--- src/rtl/barrett_pkg.sv ---
// Shared defaults and elaboration-time helpers for the Barrett reduction blocks.
package barrett_pkg;

    localparam int Q_DEF     = 4057;
    localparam int K_DEF     = 12;
    localparam int DIN_W_DEF = 23;
    localparam int TAG_W_DEF = 4;

    // floor(2**(2k)/q); only ever evaluated on constants at elaboration
    function automatic int mu_calc(input int q, input int k);
        longint num;
        num = longint'(1) << (2 * k);
        return int'(num / longint'(q));
    endfunction

    // Width of the partially reduced remainder, which lies in [0, 4q)
    function automatic int r_width(input int k);
        return k + 2;
    endfunction

endpackage

--- src/rtl/barrett_corr.sv ---
// Final Barrett correction: maps a remainder in [0, 4Q) to [0, Q) using
// parallel compares against 3Q, 2Q and Q.
module barrett_corr
    import barrett_pkg::*;
#(
    parameter int Q = Q_DEF,
    parameter int K = K_DEF
) (
    input  logic [K+1:0] r,
    output logic [K-1:0] r_mod
);

    localparam int R_W = r_width(K);

    localparam logic [R_W-1:0] Q1_R = R_W'(Q);
    localparam logic [R_W-1:0] Q2_R = R_W'(2 * Q);
    localparam logic [R_W-1:0] Q3_R = R_W'(3 * Q);

    // The corrected result is always below 2**K, so subtracting in K bits is exact
    localparam logic [K-1:0] Q1_K = K'(Q);
    localparam logic [K-1:0] Q2_K = K'(2 * Q);
    localparam logic [K-1:0] Q3_K = K'(3 * Q);

    always_comb begin
        r_mod = r[K-1:0];
        if (r >= Q3_R) begin
            r_mod = r[K-1:0] - Q3_K;
        end else if (r >= Q2_R) begin
            r_mod = r[K-1:0] - Q2_K;
        end else if (r >= Q1_R) begin
            r_mod = r[K-1:0] - Q1_K;
        end
    end

endmodule

--- src/rtl/barrett_reduce_pipe.sv ---
// Four-stage pipelined Barrett reducer (dout = din mod Q) with a valid/ready
// stream, backpressure and a tag carried alongside each sample.
module barrett_reduce_pipe
    import barrett_pkg::*;
#(
    parameter int Q     = Q_DEF,
    parameter int K     = K_DEF,
    parameter int DIN_W = DIN_W_DEF,
    parameter int TAG_W = TAG_W_DEF
) (
    input  logic             clk,
    input  logic             rst_n,
    input  logic             in_valid,
    output logic             in_ready,
    input  logic [DIN_W-1:0] din,
    input  logic [TAG_W-1:0] in_tag,
    output logic             out_valid,
    input  logic             out_ready,
    output logic [K-1:0]     dout,
    output logic [TAG_W-1:0] out_tag,
    output logic             busy
);

    localparam int R_W  = r_width(K);
    localparam int QV_W = DIN_W - K;
    localparam int T_W  = DIN_W - K + 1;
    localparam int P_W  = DIN_W + 1;

    localparam logic [K:0]     MU_V = (K + 1)'(mu_calc(Q, K));
    localparam logic [R_W-1:0] Q_R  = R_W'(Q);
    localparam logic [K-1:0]   Q_K  = K'(Q);

    generate
        if (!((Q > (1 << (K - 1))) && (Q < (1 << K)))) begin : g_bad_q
            $error("barrett_reduce_pipe: Q must satisfy 2**(K-1) < Q < 2**K");
        end
        if (DIN_W > 2 * K) begin : g_bad_din_wide
            $error("barrett_reduce_pipe: DIN_W must not exceed 2*K");
        end
        if (DIN_W < K + 2) begin : g_bad_din_narrow
            $error("barrett_reduce_pipe: DIN_W must be at least K+2");
        end
    endgenerate

    logic             v1, v2, v3, v4;
    logic [R_W-1:0]   a1, a2;
    logic [QV_W-1:0]  qv1;
    logic [T_W-1:0]   t2;
    logic [R_W-1:0]   r3;
    logic [K-1:0]     dout_q;
    logic [TAG_W-1:0] tag1, tag2, tag3, tag4;

    logic             stall;
    logic [T_W-1:0]   t_next;
    logic [R_W-1:0]   r_next;
    logic [K-1:0]     corr_out;

    assign stall     = v4 & ~out_ready;
    assign in_ready  = ~stall;
    assign out_valid = v4;
    assign dout      = dout_q;
    assign out_tag   = tag4;
    assign busy      = v1 | v2 | v3 | v4;

    // Quotient estimate kept at full precision; only the low K+2 bits of a
    // are carried since the true remainder a - t*Q is below 4Q.
    assign t_next = T_W'((P_W'(qv1) * P_W'(MU_V)) >> K);
    assign r_next = a2 - R_W'(R_W'(t2) * Q_R);

    barrett_corr #(
        .Q (Q),
        .K (K)
    ) u_corr (
        .r     (r3),
        .r_mod (corr_out)
    );

    // A stall freezes every stage, data and valid bit alike, so the output
    // register stays stable and no sample is dropped or duplicated.
    always_ff @(posedge clk or negedge rst_n) begin
        if (!rst_n) begin
            v1     <= 1'b0;
            v2     <= 1'b0;
            v3     <= 1'b0;
            v4     <= 1'b0;
            a1     <= '0;
            qv1    <= '0;
            tag1   <= '0;
            a2     <= '0;
            t2     <= '0;
            tag2   <= '0;
            r3     <= '0;
            tag3   <= '0;
            dout_q <= '0;
            tag4   <= '0;
        end else if (!stall) begin
            v1     <= in_valid;
            a1     <= din[K+1:0];
            qv1    <= din[DIN_W-1:K];
            tag1   <= in_tag;
            v2     <= v1;
            a2     <= a1;
            t2     <= t_next;
            tag2   <= tag1;
            v3     <= v2;
            r3     <= r_next;
            tag3   <= tag2;
            v4     <= v3;
            dout_q <= corr_out;
            tag4   <= tag3;
        end
    end

    a_dout_lt_q: assert property (@(posedge clk) disable iff (!rst_n)
        out_valid |-> (dout < Q_K));

endmodule

--- config.mk ---
export PLATFORM = sky130hd
export DESIGN_NAME = barrett_reduce_pipe
export DESIGN_NICKNAME = d
export VERILOG_FILES = /design/src/rtl/barrett_pkg.sv /design/src/rtl/barrett_corr.sv /design/src/rtl/barrett_reduce_pipe.sv
export SDC_FILE = /design/constraint.sdc
export NUM_CORES = 1
export LEC_CHECK = 0
export BUFFER_PORTS_ARGS = -buffer_cell sky130_fd_sc_hd__buf_2
export CAP_MARGIN = 20
export CELL_PAD_IN_SITES_DETAIL_PLACEMENT = 2
export CELL_PAD_IN_SITES_GLOBAL_PLACEMENT = 2
export CORE_ASPECT_RATIO = 0.6
export CORE_MARGIN = 2
export CORE_UTILIZATION = 35
export CTS_BUF_LIST = sky130_fd_sc_hd__clkbuf_8
export CTS_CLUSTER_SIZE = 40
export DETAILED_ROUTE_END_ITERATION = 10
export GPL_TIMING_DRIVEN = 0
export PLACE_DENSITY = 0.71
export SLEW_MARGIN = 20
export SYNTH_ARGS = -nofsm -noshare
export SYNTH_HDL_FRONTEND = slang
export SYNTH_HIERARCHICAL = 1
export SYNTH_SLANG_ARGS = --single-unit
--- constraint.sdc ---
create_clock -name clk -period 11.1 [get_ports clk]
set_clock_uncertainty 0.1 [all_clocks]
set_input_delay 1.11 -clock clk [delete_from_list [all_inputs] [get_ports clk]]
set_output_delay 1.11 -clock clk [all_outputs]
set_load 0.01 [all_outputs]
======== Yosys cells after proc, flatten, opt, wreduce, memory -nomap -nowiden ========
Cells that the tools add are included.
word-level totals
  input bits .............................. 31
  logic and storage cells ................. 32
  output and inout bits ................... 19
  flip-flop bits (word level) ............. 97
cells by class
  bitwise operators ....................... 6
  add/sub/neg operators ................... 4
  multiply operators ...................... 2
  $lt $le $gt $ge ......................... 3
  multiplexer cells ....................... 3
operators with widths
  kind                                                                     number
  12-bit two-way mux                                                       3
  12-bit subtractor, second input constant                                 3
  11-bit by 13-bit multiplier with 24-bit output, second input constant    1
  14-bit by 12-bit >= comparator with 1-bit output, second input constant  1
  14-bit by 13-bit >= comparator with 1-bit output, second input constant  1
  14-bit >= comparator, second input constant                              1
  12-bit by 12-bit multiplier with 14-bit output, second input constant    1
  14-bit subtractor                                                        1
  1-bit OR                                                                 3
  1-bit NOT                                                                2
  1-bit AND                                                                1

======== Longest topological paths before layout ========
Gate-level depths: netlist (run 1).
  depth after elaboration ................. 4
  depth in mapped cells ................... 17
  depth with buffers taken out ............ 17

======== Modules after synthesis ========
The synthesis (run 1) kept the hierarchy.
by module, submodules not included
  module               area an instance (µm²)  cells an instance  instances
  barrett_reduce_pipe  7339.5                  774                1
  barrett_corr         992.2                   130                1

======== Worst setup path before layout (run 1) ========
Ideal clock, no wire load.
  path kind ............................... reg-to-reg
  start point ............................. register t2[3]
  end point ............................... register r3[13]
  slack ................................... 6.631 ns
  clock period less this slack ............ 4.469 ns
  stages on the path, launching flop included .. 17
  arrival ................................. 4.236 ns
  setup time .............................. 0.133 ns
  cells stage by stage .................... dfrtp_1 > inv_1 > fa_1 > inv_1 > fa_1 > inv_1 > fa_1 > fa_1 > inv_1 > fa_1 > inv_1 > ha_1 > nor2b_1 > o21a_1 > o22ai_1 > xnor2_1 > o21ai_0
on the way
  word-level cells in the longest chain between the ends .. 2
ends and longest elaborated chain
  what                                            RTL line                    RTL
  start, declared                                 barrett_reduce_pipe.sv:48   logic [T_W-1:0] t2;
  start signal, assigned                          barrett_reduce_pipe.sv:103  t2 <= t_next;
  12-bit by 12-bit multiplier with 14-bit output  barrett_reduce_pipe.sv:68   assign r_next = a2 - R_W'(R_W'(t2) * Q_R);
  14-bit subtractor                               barrett_reduce_pipe.sv:68
  end signal, assigned                            barrett_reduce_pipe.sv:106  r3 <= r_next;
  end, declared                                   barrett_reduce_pipe.sv:49   logic [R_W-1:0] r3;
Every way passes these cells.
A chain may end at the register's enable or synchronous reset.

======== Worst setup path after layout (run 1) ========
  start point ............................. register qv1[8]
  end point ............................... register t2[3]
on the way
  word-level cells in the longest chain between the ends .. 1
ends and longest elaborated chain
  what                                            RTL line                   RTL
  start, declared                                 barrett_reduce_pipe.sv:47  logic [QV_W-1:0] qv1;
  start signal, assigned                          barrett_reduce_pipe.sv:99  qv1 <= din[DIN_W-1:K];
  11-bit by 13-bit multiplier with 24-bit output  barrett_reduce_pipe.sv:67  assign t_next = T_W'((P_W'(qv1) * P_W'(MU_V)) >> K);
Every way passes these cells.

==> impl_metrics.ini, run 1 <==
[finish]
fillCellCount = 2626
multi_input_comb_area_um2 = 5269
antenna_cells_inserted = 0
final_nets = 1180
seq_area_um2 = 2377
mostFrequentLayoutCell = nand2_1
final_cell_mix = 205 x nand2_1, 127 x ha_1, 123 x inv_1
synthToLayoutAreaGrowth_pct = 10.77
drive_gt1_frac = 0.1010

[sta]
finalHoldViolations = 0
max_slew_margin = 0.4669
worstMarginPinSlew_ns = 0.7953
setup_tns_ns = 0
min_period_over_period = 0.4600
min_period_ns = 5.106
rsz0062_at_grt = false
finalMaxSlewViolations = 0
fmax_mhz = 195.9
setup_viol_count_final = 0

[placement]
port_buffers = 49
gp_congestion = 0.8296
dp_hpwl_um = 20040

[drt]
dr.pass1.iters = 4
antenna_left = 0
routedWlPerCell_um = 19.11
wirelength_um = 24550
drt-initial-drc-count = 271
drc_errors = 0
viasPerCell = 4.941
via_count = 6349

[hold_path]
hold_path_class = flop to flop
whs_endpoint = tag1[0]
hp-start = tag1[0]
holdPathStages = 2

[grt]
antenna_found_initial = 0
grt_pass1_wl_um = 39700
track_usage = 0.2092
first_global_vias = 6819
grt_overflow = 0
grt_max_degree = 57

[clock_network]
cts_buffer_depth = 2
clk_pin_slew_ns = 0.11
cts_tree = done
holdBufCountCts = 0
post-cts-setup-buffers = 0
clk_latency_ns = 0.39
cts.htree.levels = 3
cts_sinks = 95
ctsResizeCount = 0
numCtsBuffers = 9
cts_root_buf = clkbuf_8

[synthesis]
ys_types = 70
ys_seq_area_frac = 0.2853
yosys.area_share.simple = 0.1469
ys_warn_count = 6
synth-seq-cells = 95
syn-cell-area_um2 = 8332
synth_edf_count = 0
synth_compound_area_frac = 0.1147
synth_xor_area_frac = 0.04310
synth_top_family_by_area = adder cells
syn_nets = 1119
async_flop_share = 1.000
synthAdderAreaFrac = 0.3277
synthCells = 904
ys_dominant_reg_cell = dfrtp_1
syn_area_per_cell_um2 = 9.217
muxShareOfSynthArea = 0

[floorplanning]
start_util = 0.3585
core_um2 = 23240
dieWidth_um = 203.2
io_pins = 50
chipHeight_um = 123.5
dieArea_um2 = 25100
rows = 43

[setup_path]
worstSetupPathType = flop to flop
worst_setup_path_start_kind = flop
worstPathMaxFanout = 6
r2r_cells = 15
worstSetupEndpointType = flop
cp.required_ns = 11.25
critPathArrivalTime_ns = 5.26
ff2ff_setup_slack_ns = 5.99
r2r-end = t2[3]
r2r_start = qv1[8]

[status]
status = finished clean

[job]
maxCapViolCount = 0
final cells by class:
type | instances | area share
Clock inverter | 6 | 0.009355
Inverter | 124 | 0.05043
Clock buffer | 10 | 0.01491
Multi-Input combinational cell | 652 | 0.5709
Buffer | 33 | 0.02386
Timing Repair Buffer | 50 | 0.03023
Tap cell | 315 | 0.04271
Sequential cell | 95 | 0.2576
sequential cells by signal (all words and copies together), names as in the netlist, 4 cells and up:
register	count
r3	14
tag2	4
qv1	10
tag1	4
t2	12
a1	13
dout	12
a2	14
tag3	4
out_tag	4
stage by stage:
stage	hold WS [ns]	cell area (um^2)	util	setup WS (ns)	cells
after floorplan	0.3386	8332	-	6.631	904
after global placement	0.3506	8971	0.3860	6.063	1268
after detailed placement	0.3576	9005	0.3874	6.041	1269
after CTS	0.3841	9229	0.3971	5.979	1285
after global routing	0.4009	9229	0.3971	5.745	1285
final	0.3788	9229	0.3971	5.994	1285
cell families after synthesis:
logic type	count (synthesis)
XOR/XNOR	41
AO/OA/AOI/OAI	140
AND/OR/NAND/NOR	287
flip-flops	95
adder cells (fa/ha/maj)	184
buffers and inverters	157
how the worst max path moves through the flow:
stage / to / slack [ns] / from
detailed placement: t2[3] / 6.04 / qv1[8]
CTS: t2[3] / 5.98 / qv1[8]
floorplan: r3[13] / 6.63 / t2[3]
global placement: t2[3] / 6.06 / qv1[8]
finish: t2[3] / 5.99 / qv1[8]
global route: t2[3] / 5.75 / qv1[8]
Yosys cell counts (all sizes together), types with 2 or more instances:
library cell,n,share of area
a2111oi,2,0.0029
dfrtp,95,0.29
or3b,2,0.0021
o21ai,48,0.029
nand2b,7,0.0053
clkbuf,24,0.017
o21a,8,0.0072
buf,9,0.0095
a31oi,10,0.0093
o21bai,2,0.0018
o31ai,3,0.0027
or2,2,0.0015
a2bb2oi,3,0.0053
a32oi,2,0.0021
nor3,10,0.0072
nor4,2,0.0023
a22oi,3,0.0044
xnor2,25,0.026
a21o,5,0.0045
and3,2,0.0021
a211o,2,0.0021
nand3b,2,0.0018
nand2,205,0.092
a41oi,2,0.0021
fa,57,0.14
ha,127,0.19
or3,5,0.0038
nor2b,3,0.0023
o22ai,2,0.0015
o211ai,4,0.0042
inv,124,0.056
a311oi,2,0.0021
a21boi,2,0.0023
nand4,5,0.0038
o221ai,2,0.0021
a21oi,29,0.018
nor2,31,0.014
nand3,7,0.0042
xor2,16,0.017
metal layers:
| layer | vias up | part of all wire | wire (um) | global-route usage |
|---|---|---|---|---|
| li1 | 3064 | - | - | - |
| met1 | 3209 | 0.59 | 14400 | 0.3429 |
| met2 | 63 | 0.38 | 9226 | 0.2856 |
| met3 | 13 | 0.032 | 797 | 0.03479 |
| met4 | 0 | 0.0050 | 122 | 0.02737 |
| met5 | - | 0 | 0 | 0 |
worst max-delay path: stages, from the launching register on:
cell,delay [ns]
dfrtp_1,0.51
fa_1,0.57
inv_1,0.05
fa_1,0.50
inv_1,0.04
ha_1,0.31
fa_1,0.45
ha_1,0.31
ha_1,0.35
a21oi_1,0.17
o21ai_0,0.14
nor3_2,0.62
o21ai_0,0.24
a31oi_1,0.25
xor2_1,0.24
o21ai_0,0.10
Power of run 1 is not shown: default switching activity piles up to over one toggle a cycle in this logic, so the estimate is an artifact.
==> inputs of run 2 (changes only) <==
--- a/config.mk
+++ b/config.mk
@@ -16,7 +16,7 @@
 export CTS_CLUSTER_SIZE = 40
 export DETAILED_ROUTE_END_ITERATION = 10
 export GPL_TIMING_DRIVEN = 0
-export PLACE_DENSITY = 0.71
+export PLACE_DENSITY = 0.74
 export SLEW_MARGIN = 20
 export SYNTH_ARGS = -nofsm -noshare
 export SYNTH_HDL_FRONTEND = slang
==> constraint.sdc (replaced) <==
create_clock -name clk -period 4.15 [get_ports clk]
set_clock_uncertainty 0.1 [all_clocks]
set_input_delay 0.415 -clock clk [delete_from_list [all_inputs] [get_ports clk]]
set_output_delay 0.415 -clock clk [all_outputs]
set_load 0.01 [all_outputs]
==> impl_metrics.ini, run 2 (same netlist as run 1, synthesis figures left out) <==
[setup_path]
worstPathMaxFanout = 5
worst_setup_path_start_kind = flop
max_stage_delay_ns = 0.57
crit_chain = fa_1 > inv_2 > fa_1 > inv_2 > ha_4 > fa_2 > ha_4 > ha_4 > nand4_1 > a2111oi_4 > nor3_4 > a31oi_4 > a22oi_4 > or3_1 > a31oi_1
worstSetupPathType = flop to flop
worst_path_most_repeated_cell = ha_4
worstSetupEndpointType = flop
r2r_cells = 15
slowest_stage = fa_2
critPathArrivalTime_ns = 4.84
cp.required_ns = 4.38

[drt]
wl_met2_um = 12330
wl_met3_um = 984
routedWlPerCell_um = 21.48
dr.pass1.iters = 4
viasPerCell = 5.116
routedLengthMet1_um = 14850
wirelength_um = 28460
antenna_left = 0
drt-initial-drc-count = 377
maxUsedRoutingLayer = met4
via_count = 6779
drc_errors = 0

[finish]
final_nets = 1220
synthToLayoutAreaGrowth_pct = 20.93
utilization = 0.4335
seq_area_um2 = 2390
mostFrequentLayoutCell = nand2_1
final_area_um2 = 10080
final_cell_mix = 202 x nand2_1, 104 x inv_1, 102 x ha_1
drive_gt1_frac = 0.2307
largestRegisters = a2 x14, r3 x14, a1 x13
fillCellCount = 2586
fin_cells = 1325
multi_input_comb_area_um2 = 5753
antenna_cells_inserted = 0

[grt]
track_usage = 0.2268
grt_max_degree = 62
grt_overflow = 0
grt_pass1_wl_um = 42810
antenna_found_initial = 0
first_global_vias = 7338

[floorplanning]
dieArea_um2 = 25100
dieWidth_um = 203.2
chipHeight_um = 123.5
rows = 43
io_pins = 50
core_um2 = 23240
start_util = 0.3585

[sta]
max_slew_margin = 0.4442
fin_ws_ns = -0.4684
worstMarginPinSlew_ns = 0.8337
setup_tns_ns = -5.028
rsz0062_at_grt = true
min_period_ns = 4.618
min_period_over_period = 1.113
finalMaxSlewViolations = 0
fmax_mhz = 216.5
setup_viol_count_final = 17
finalHoldViolations = 0

[status]
status = complete, but fails checks
violations = setup timing

[clock_network]
cts_sinks = 95
cts_root_buf = clkbuf_8
clk_latency_ns = 0.41
clk_pin_slew_ns = 0.12
numCtsBuffers = 9
cts_tree = done
cts.htree.levels = 3
cts_buffer_depth = 2

[placement]
dp_hpwl_um = 20540
place_inst = 1269
port_buffers = 49
gp_congestion = 0.8299
placed_area_um2 = 9035

[hold_path]
holdPathStages = 3
hold_path_class = primary input to flop

[job]
maxCapViolCount = 0
[run 2: metrics by stage]
step | setup WS, ns | hold slack [ns]
final | -0.4684 | 0.09710
after global routing | -0.7886 | 0.1036
after CTS | -0.4108 | 0.08484
after detailed placement | -0.9091 | 0.2431
after global placement | -0.8103 | 0.3477
after floorplan | -0.2046 | 0.01941
[run 2: critical path, delay by kind of cell, from the launching register on]
kind	cells	cell delay, ns
DFF	1	0.45
AOI/OAI and AO/OA	4	0.89
adders and majority gates	6	2.31
buffers and inverters	2	0.09
and+or+nand+nor	3	0.69
[run 2: worst paths after layout]
| kind | startpoint | end | slack (ns) |
|---|---|---|---|
| max in group asynchronous | rst_n | tag2[3] | 2.90 |
| min in group asynchronous | rst_n | t2[0] | 0.38 |
| setup / recovery | qv1[10] | t2[9] | -0.47 |
| setup reg to reg | qv1[10] | t2[9] | -0.47 |
| hold / removal | din[18] | qv1[6] | 0.1 |
| hold reg to reg | out_tag[0] | out_tag[0] | 0.37 |
[run 2: per-layer routing]
metal | track usage | vias to the layer above
met5 | 0 | -
met4 | 0.03285 | 0
li1 | - | 3148
met3 | 0.03137 | 22
met1 | 0.3594 | 3500
met2 | 0.3298 | 109
[run 2: repair_timing]
action                                  in CTS  in global routing
hold buffers                                 1                  0
gates resized for setup                     50                 80
pin swaps                                   28                 58
buffers inserted                            25                 14
endpoints found under the hold margin       34                  0
endpoints found under the setup margin      18                 19
[run 2: cell type report]
class,instances,share of cell area
buffer,33,0.02186
timing repair buffer,90,0.06432
sequential,95,0.2372
clock inverter,7,0.007575
clock buffer,9,0.01229
multi-input combinational,652,0.5710
inverter,124,0.04669
tap,315,0.03912
Power of run 2 is left out for the same reason.
==> inputs of run 3 (changes only) <==
--- a/config.mk
+++ b/config.mk
@@ -17,6 +17,7 @@
 export DETAILED_ROUTE_END_ITERATION = 10
 export GPL_TIMING_DRIVEN = 0
 export PLACE_DENSITY = 0.74
+export SKIP_CTS_REPAIR_TIMING = 1
 export SLEW_MARGIN = 20
 export SYNTH_ARGS = -nofsm -noshare
 export SYNTH_HDL_FRONTEND = slang
==> constraint.sdc (replaced) <==
create_clock -name clk -period 4.15 [get_ports clk]
set_clock_uncertainty 0.1 [all_clocks]
set_input_delay 0.415 -clock clk [delete_from_list [all_inputs] [get_ports clk]]
set_output_delay 0.415 -clock clk [all_outputs]
set_load 0.05 [all_outputs]
==> impl_metrics.ini, run 3 (same netlist as run 1, synthesis figures left out) <==
[setup_path]
worst_setup_path_start_kind = flop
cp.required_ns = 4.36
crit_buf_inv = 2
r2r-end = t2[9]
ff2ff_setup_slack_ns = -0.54
crit_chain = fa_1 > inv_2 > fa_1 > inv_2 > ha_4 > fa_2 > ha_4 > ha_4 > nand4_1 > a2111oi_4 > nor3_4 > a31oi_4 > a22oi_4 > or3_1 > a31oi_1
worstPathMaxFanout = 7
r2r_cells = 15
worstSetupEndpointType = flop
r2r_start = qv1[10]
max_stage_delay_ns = 0.56
worstSetupStartpoint = qv1[10]
cp_num_cells = 15
slowest_stage = fa_1
critPathTopFamily = adder cells
endpoint = t2[9]
worstSetupPathType = flop to flop
critPathArrivalTime_ns = 4.90
worst_path_most_repeated_cell = ha_4

[clock_network]
cts_sinks = 95
cts_buffer_depth = 2
clk_pin_slew_ns = 0.10
clk_latency_ns = 0.40
cts_tree = done
cts.htree.levels = 3
numCtsBuffers = 9
cts_root_buf = clkbuf_8

[sta]
worstMarginPinSlew_ns = 0.8092
setup_tns_ns = -5.280
fmax_mhz = 213.2
setup_viol_count_final = 17
rsz0062_at_grt = true
min_period_ns = 4.690
min_period_over_period = 1.130
finalMaxSlewViolations = 0
fin_ws_ns = -0.5399
finalHoldViolations = 0
max_slew_margin = 0.4605

[drt]
drc_errors = 0
viasPerCell = 5.095
via_count = 6736
antenna_left = 0
drt-initial-drc-count = 352
wirelength_um = 27450
routedWlPerCell_um = 20.77
dr.pass1.iters = 5

[finish]
mostFrequentLayoutCell = nand2_1
drive_gt1_frac = 0.2125
final_cell_mix = 205 x nand2_1, 104 x ha_1, 102 x inv_1
largestRegisters = a2 x14, r3 x14, a1 x13
fillCellCount = 2546
synthToLayoutAreaGrowth_pct = 19.27
antenna_cells_inserted = 0
final_nets = 1217
multi_input_comb_area_um2 = 5689
seq_area_um2 = 2390

[grt]
grt_pass1_wl_um = 40230
first_global_vias = 6990
track_usage = 0.2123
antenna_found_initial = 0
grt_overflow = 0
grt_max_degree = 52

[floorplanning]
chipHeight_um = 123.5
dieWidth_um = 203.2
start_util = 0.3585
io_pins = 50
dieArea_um2 = 25100
rows = 43
core_um2 = 23240

[placement]
place_ws_ns = -0.8559
dp_hpwl_um = 20180
gp_congestion = 0.8438
port_buffers = 49

[job]
maxCapViolCount = 0

[status]
violations = setup timing
status = complete, but fails checks

[hold_path]
hp-start = in_tag[2]
hold_path_class = primary input to flop
## run 3: routing by layer
layer	wire, um	up-vias	track usage
met5	0	-	0
met4	263	0	0.03102
met3	975	21	0.03611
met2	11570	136	0.2920
met1	14640	3454	0.3451
li1	-	3125	-
## run 3: stage by stage
stage               area [um^2]  hold slack (ns)  utilization  cells
finish                     9937           0.1102       0.4275   1322
floorplan                  8362          0.01941            -    904
global route               9937          0.09391       0.4275   1322
CTS                        9221          -0.1693       0.3967   1285
detailed placement         9035           0.2713       0.3887   1269
global placement           9001           0.3464       0.3873   1268
## run 3: how the worst min path moves through the flow
stage	slack, ns	end	cells after the start
floorplan	0.02	a1[0]	0
global placement	0.35	dout[3]	2
detailed placement	0.27	t2[0]	1
CTS	-0.17	qv1[8]	1
global route	0.09	tag1[2]	3
finish	0.11	tag1[2]	3
## run 3: worst reg2reg max path, stage by stage, from the launching register on
cell       delay, ns
dfrtp_2         0.46
fa_1            0.56
inv_2           0.04
fa_1            0.50
inv_2           0.06
ha_4            0.21
fa_2            0.56
ha_4            0.21
ha_4            0.28
nand4_1         0.18
a2111oi_4       0.31
nor3_4          0.15
a31oi_4         0.28
a22oi_4         0.15
or3_1           0.38
a31oi_1         0.19
## run 3: layout make-up
class	instances	share of cell area
tap	315	0.03966
clock buffer	10	0.01385
multi-input combinational	652	0.5725
sequential	95	0.2405
clock inverter	6	0.004911
timing repair buffer	87	0.05855
inverter	124	0.04785
buffer	33	0.02216
Power of run 3 is left out for the same reason.
